### src/rtl/pipe_ctrl.sv
// Pipeline sequencer: merges per-stage stall requests, converts MEM-stage exceptions
// into a single-cycle flush with restart PC, and keeps stall statistics.
module pipe_ctrl #(
  parameter logic [31:0] EXC_VECTOR  = 32'hBFC0_0380,
  parameter int unsigned FLUSH_HOLD  = 2,
  parameter int unsigned STALL_LIMIT = 1024
) (
  input  logic        clk,
  input  logic        rst,
  input  logic        stallreq_if,
  input  logic        stallreq_id,
  input  logic        stallreq_ex,
  input  logic        stallreq_mem,
  input  logic [31:0] excepttype_i,
  input  logic [31:0] cp0_epc_i,
  output logic [5:0]  stall,
  output logic        flush,
  output logic [31:0] new_pc,
  output logic [31:0] stall_cycles,
  output logic        stall_timeout
);

  localparam int unsigned CW = $clog2(STALL_LIMIT + 1);
  localparam logic [CW-1:0] LIMIT = CW'(STALL_LIMIT);
  localparam logic [31:0] EXC_ERET = 32'h0000_000E;
  localparam logic [2:0] HOLD_LAST = 3'((FLUSH_HOLD == 0) ? 0 : FLUSH_HOLD - 1);

  localparam logic [1:0] IDLE  = 2'd0;
  localparam logic [1:0] DRAIN = 2'd1;
  localparam logic [1:0] HOLD  = 2'd2;

  localparam logic [5:0] STALL_MEM  = 6'b011111;
  localparam logic [5:0] STALL_EX   = 6'b001111;
  localparam logic [5:0] STALL_ID   = 6'b000111;
  localparam logic [5:0] STALL_IF   = 6'b000011;
  localparam logic [5:0] STALL_NONE = 6'b000000;

  logic [1:0]    state_q, state_d;
  logic [31:0]   exc_q, exc_d;
  logic [31:0]   epc_q, epc_d;
  logic [2:0]    hold_q, hold_d;
  logic [CW-1:0] cons_q, cons_d;
  logic [31:0]   cycles_q, cycles_d;
  logic          timeout_q, timeout_d;

  logic [5:0]    stall_req_c;
  logic [5:0]    stall_c;
  logic          flush_c;
  logic [31:0]   new_pc_c;

  // Fixed-priority merge: the deepest requesting stage freezes everything upstream.
  always_comb begin
    stall_req_c = STALL_NONE;
    if (stallreq_mem)     stall_req_c = STALL_MEM;
    else if (stallreq_ex) stall_req_c = STALL_EX;
    else if (stallreq_id) stall_req_c = STALL_ID;
    else if (stallreq_if) stall_req_c = STALL_IF;
  end

  // Sequencer: next state plus zero-latency stall/flush/new_pc.
  always_comb begin
    state_d  = state_q;
    exc_d    = exc_q;
    epc_d    = epc_q;
    hold_d   = hold_q;
    stall_c  = stall_req_c;
    flush_c  = 1'b0;
    new_pc_c = 32'h0;

    case (state_q)
      IDLE: begin
        if (excepttype_i != 32'h0) begin
          if (stallreq_mem) begin
            stall_c = STALL_MEM;
            exc_d   = excepttype_i;
            epc_d   = cp0_epc_i;
            state_d = DRAIN;
          end else begin
            stall_c  = STALL_NONE;
            flush_c  = 1'b1;
            new_pc_c = (excepttype_i == EXC_ERET) ? cp0_epc_i : EXC_VECTOR;
            hold_d   = 3'd0;
            state_d  = (FLUSH_HOLD == 0) ? IDLE : HOLD;
          end
        end
      end

      DRAIN: begin
        if (stallreq_mem) begin
          stall_c = STALL_MEM;
        end else begin
          stall_c  = STALL_NONE;
          flush_c  = 1'b1;
          new_pc_c = (exc_q == EXC_ERET) ? epc_q : EXC_VECTOR;
          hold_d   = 3'd0;
          state_d  = (FLUSH_HOLD == 0) ? IDLE : HOLD;
        end
      end

      HOLD: begin
        if (hold_q == HOLD_LAST) begin
          hold_d  = 3'd0;
          state_d = IDLE;
        end else begin
          hold_d = 3'(hold_q + 3'd1);
        end
      end

      default: state_d = IDLE;
    endcase
  end

  // Statistics: saturating total, saturating run length, sticky timeout.
  always_comb begin
    cycles_d  = cycles_q;
    cons_d    = cons_q;
    timeout_d = timeout_q;
    if (stall_c[0]) begin
      if (cycles_q != 32'hFFFF_FFFF) cycles_d = cycles_q + 32'd1;
      if (cons_q != LIMIT)           cons_d   = CW'(cons_q + CW'(1));
    end else begin
      cons_d = '0;
    end
    if (cons_d == LIMIT) timeout_d = 1'b1;
  end

  always_ff @(posedge clk or posedge rst) begin
    if (rst) begin
      state_q   <= IDLE;
      exc_q     <= 32'h0;
      epc_q     <= 32'h0;
      hold_q    <= 3'd0;
      cons_q    <= '0;
      cycles_q  <= 32'h0;
      timeout_q <= 1'b0;
    end else begin
      state_q   <= state_d;
      exc_q     <= exc_d;
      epc_q     <= epc_d;
      hold_q    <= hold_d;
      cons_q    <= cons_d;
      cycles_q  <= cycles_d;
      timeout_q <= timeout_d;
    end
  end

  // Control outputs are forced quiet while reset is asserted.
  assign stall         = rst ? STALL_NONE : stall_c;
  assign flush         = rst ? 1'b0 : flush_c;
  assign new_pc        = rst ? 32'h0 : new_pc_c;
  assign stall_cycles  = cycles_q;
  assign stall_timeout = timeout_q;

endmodule

### config.mk
export PLATFORM = sky130hd
export DESIGN_NAME = pipe_ctrl
export DESIGN_NICKNAME = d
export VERILOG_FILES = /design/src/rtl/pipe_ctrl.sv
export SDC_FILE = /design/constraint.sdc
export NUM_CORES = 1
export LEC_CHECK = 0
export CAP_MARGIN = 0
export CORE_AREA = 4 4 116 118
export CTS_BUF_LIST = sky130_fd_sc_hd__clkbuf_2 sky130_fd_sc_hd__clkbuf_4 sky130_fd_sc_hd__clkbuf_8
export DETAILED_ROUTE_END_ITERATION = 12
export DIE_AREA = 0 0 120 122
export MAX_ROUTING_LAYER = met4
export PLACE_DENSITY = 0.84
export SLEW_MARGIN = 20
export SYNTH_ARGS = -nofsm -noshare
export SYNTH_HDL_FRONTEND = slang
export SYNTH_SLANG_ARGS = --single-unit
### constraint.sdc
create_clock -name clk -period 4.7 [get_ports clk]
set_clock_uncertainty 0.2 [all_clocks]
set_input_delay 0.94 -clock clk [delete_from_list [all_inputs] [get_ports clk]]
set_output_delay 0.94 -clock clk [all_outputs]
set_load 0.01 [all_outputs]
==> summary.md <==
| Metric | Value |
|---|---|
| Status | finished clean |
| Async S/R FF share, synth | 1.00 |
| Gate power share | 0.301 |
| Register area share after synthesis | 0.500 |
| Die ar. | 14600 um^2 |
| Worst slew pin tran | 0.758 ns |
| Top Ports | between 100 and 150 |
| Net Sw Frac | 0.307 |
| Fill cells | around 1.0k |
| Final hold violations | 0 |
| Gate count of the mapped netlist | 508 |
| Crit-path slowest cell | clkdlybuf4s50_1 |
| Die H | 122 um |
| Clock Latency Late Sink | 0.44 ns |
| Netlist Area Pre-Place | 5650 um^2 |
| Post-Route WL | 13.8 mm |
| Site row count | 41 |
| Maximum vdd drop | 0.000322 V |
| Port Buffer Count | 140 |
| Area Overhead vs Synth | 35.9% |
| Post-synth EDFFs | 0 |
| Global-route wire length before repair | 22.9 mm |
| Bufs on Longest Clock Path | 2 |
| Mean Syn Cell Area | 11.1 um^2 |
| PwrDens | 480 nW/um^2 |
| Routed wire length per instance | 16.6 um |
| Slew Limit Fails | 0 |
| Arr. time, crit path | 3.47 ns |
| Hold_buf cts | 0 |
| Final period demand of the worst path | 4.61 ns |
| Ys Warns | 0 |
| Vias/cell | 5.36 |
| CTS Buf Count | 17 |
| Initial Utilization | 0.453 |
| Largest net degree at the start of global routing | between 60 and 70 |
| Initial antenna violation count | 0 |
| Largest fanout on the critical path | 20 |
| DRC | 0 |
| Worst path max stage delay | 0.56 ns |
| Setup TNS | 0 ns |
| Final Hold Slack | 0.278 ns |
| Net Count, Synth | 581 |
| Max_cap viols | 0 |
| R2R setup slack | 2.12 ns |
| H-tree levels | 4 |
| RR Startpoint | stall_cycles[1] |
| Nets | 723 |
| Critical path class | input port to output pin |
| Tot Pwr | 3.68 mW |
| Worst Hold Path EP | stall_timeout |
| Global route overflow | 0 |
| Clock slew seen by the registers of the worst setup and hold paths | 0.07 ns |
| Total vias in the final route | 4475 |
| Initial DRC count | 416 |
| R2R cell count | 7 |
| Gp weighted congestion | ~0.84 |
| Commonest non-fill, non-tap cells in the layout | 140 x clkdlybuf4s50_1, 113 x dfrtp_1, 65 x mux2_2, 56 x nor2_1, 29 x xor2_1 |
| Most common cell after layout, fill and taps aside | clkdlybuf4s50_1 |
| Most Frequent Cell on Critical Path | clkdlybuf4s50_1 |
| Clk sinks | about 110 |
| Net Switching | 1.13 mW |
| Hold path depth | 1 |
| Root buffer cell | clkbuf_8 |
| Main synth FF type | dfrtp_1 |
| Critical path buffers and inverters | 3 |
| CTS tree | done |
| Period utilisation layout | 0.981 |
| Sequential power share | 0.428 |
| Leak pwr | 3.20 nW |
| Synth Register Bits | 113 |
| Max_slew headroom | 0.495 |
| Share of layout cells above drive strength 1 | 0.193 |
| Post-DP HPWL | 10.1 mm |
| Aggregate global-route resource usage | 0.202 |
| Core Footprint | ~12000 um^2 |
| Data required, critical path | 3.56 ns |
| Netlist cell types | 48 |
| Setup violators final | 0 |
| Diode count | 0 |
| Hold Path Class | flip-flop to flip-flop |
| Vias in the first global route | 4631 |
| Crit. End Element | output pin |
| Drt first pass iters | 4 |
| Die width | 120 um |
| Crit Reg-Reg Endpoint | stall_cycles[21] |
| Type of origin of the critical path | input port |
| Fmax | 217 MHz |
| Cell Chain, Critical Path | clkdlybuf4s50_1 -> nor4_2 -> nand4_1 -> or3_4 -> nor3_2 -> buf_12 -> a22o_1 -> clkdlybuf4s50_1 |
| Hold Startpoint | stall_timeout |
| Share of total power in the clock network | 0.271 |
| Final ANT Viol Nets | 0 |
| Top Family by Delay on Critical Path | buffers and inverters |
| Internal power | ~2.6 mW |
==> power groups by stage <==
stage                     combinational (mW)  sequential, mW  clock [mW]
after global placement                  1.06            1.56           0
after global routing                    1.21            1.62        1.07
after floorplan                        0.768            1.53           0
after CTS                               1.12            1.58        1.03
after detailed placement                1.11            1.59           0
final                                   1.11            1.58       0.999
==> sequential cells by signal (all words and copies together) (netlist names) <==
name,count
state_q,2
epc_q,32
hold_q,3
stall_cycles,32
cons_q,11
exc_q,32
stall_timeout,1
==> synthesized netlist by cell type, drive strengths merged, types with 4 or more instances <==
master	instances	share of area
a22o	20	0.031
and2	14	0.015
and3	7	0.0077
buf	15	0.022
clkbuf	13	0.0086
dfrtp	113	0.50
inv	9	0.0060
mux2	65	0.13
nand2	17	0.011
nand3	21	0.019
nand4	17	0.019
nor2	56	0.037
nor3	17	0.017
nor4	23	0.029
nor4b	4	0.011
o22ai	12	0.013
or3	6	0.0066
xnor2	14	0.022
xor2	29	0.045
==> repair_timing <==
item | CTS | global route
setup buffers | 0 | 0
gates resized for setup | 0 | 4
endpoints found under the setup margin | 0 | 23
==> cells by family after synthesis <==
| group | count (synthesis) | share of synthesized area |
|---|---|---|
| DFF | 113 | 0.500 |
| muxes | 66 | 0.131 |
| AOI/OAI and AO/OA | 47 | 0.0622 |
| xor gates and xnor gates | 43 | 0.0666 |
| buffers and inverters | 37 | 0.0365 |
| other | 1 | 0.000664 |
| and+or+nand+nor | 198 | 0.196 |
| adders and majority gates | 3 | 0.00664 |
==> area by class of cell <==
type	count	area (um^2)	share of cell area
Inverter	9	36.3	0.00472
Sequential cell	113	2830	0.368
Multi-Input combinational cell	358	2650	0.345
Clock buffer	19	255	0.0332
Clock inverter	13	185	0.0241
Timing Repair Buffer	151	1510	0.196
Tap cell	172	215	0.0280
==> how the worst max path moves through the flow <==
stage | startpoint | slack, ns | to | cells past startpoint
after detailed placement | excepttype_i[20] | 0.01 | new_pc[2] | 8
after global placement | excepttype_i[20] | 0.11 | new_pc[10] | 8
final | excepttype_i[20] | 0.09 | new_pc[2] | 8
after global routing | excepttype_i[20] | -0.04 | new_pc[2] | 8
after floorplan | rst | 0.34 | cons_q[0] | 2
after CTS | excepttype_i[20] | 0.01 | new_pc[2] | 8
==> through the flow <==
step	area (um^2)	util	setup WS [ns]	instances
2_1_floorplan	5650	-	0.341	508
3_3_place_gp	7220	0.579	0.112	803
3_5_place_dp	7220	0.579	0.0112	803
4_1_cts	7660	0.614	0.0125	835
5_1_grt	7680	0.616	-0.0390	835
6_report	7680	0.616	0.0899	835
==> routing by layer <==
layer  vias to the layer above  track usage  share of wire
met5                         -            -              0
met4                         0       0.0752          0.017
met3                        21       0.0552          0.065
met2                       159        0.321           0.49
met1                      2167        0.247           0.43
li1                       2128            -              -
No activity file was read; power rests on OpenSTA's default activity.
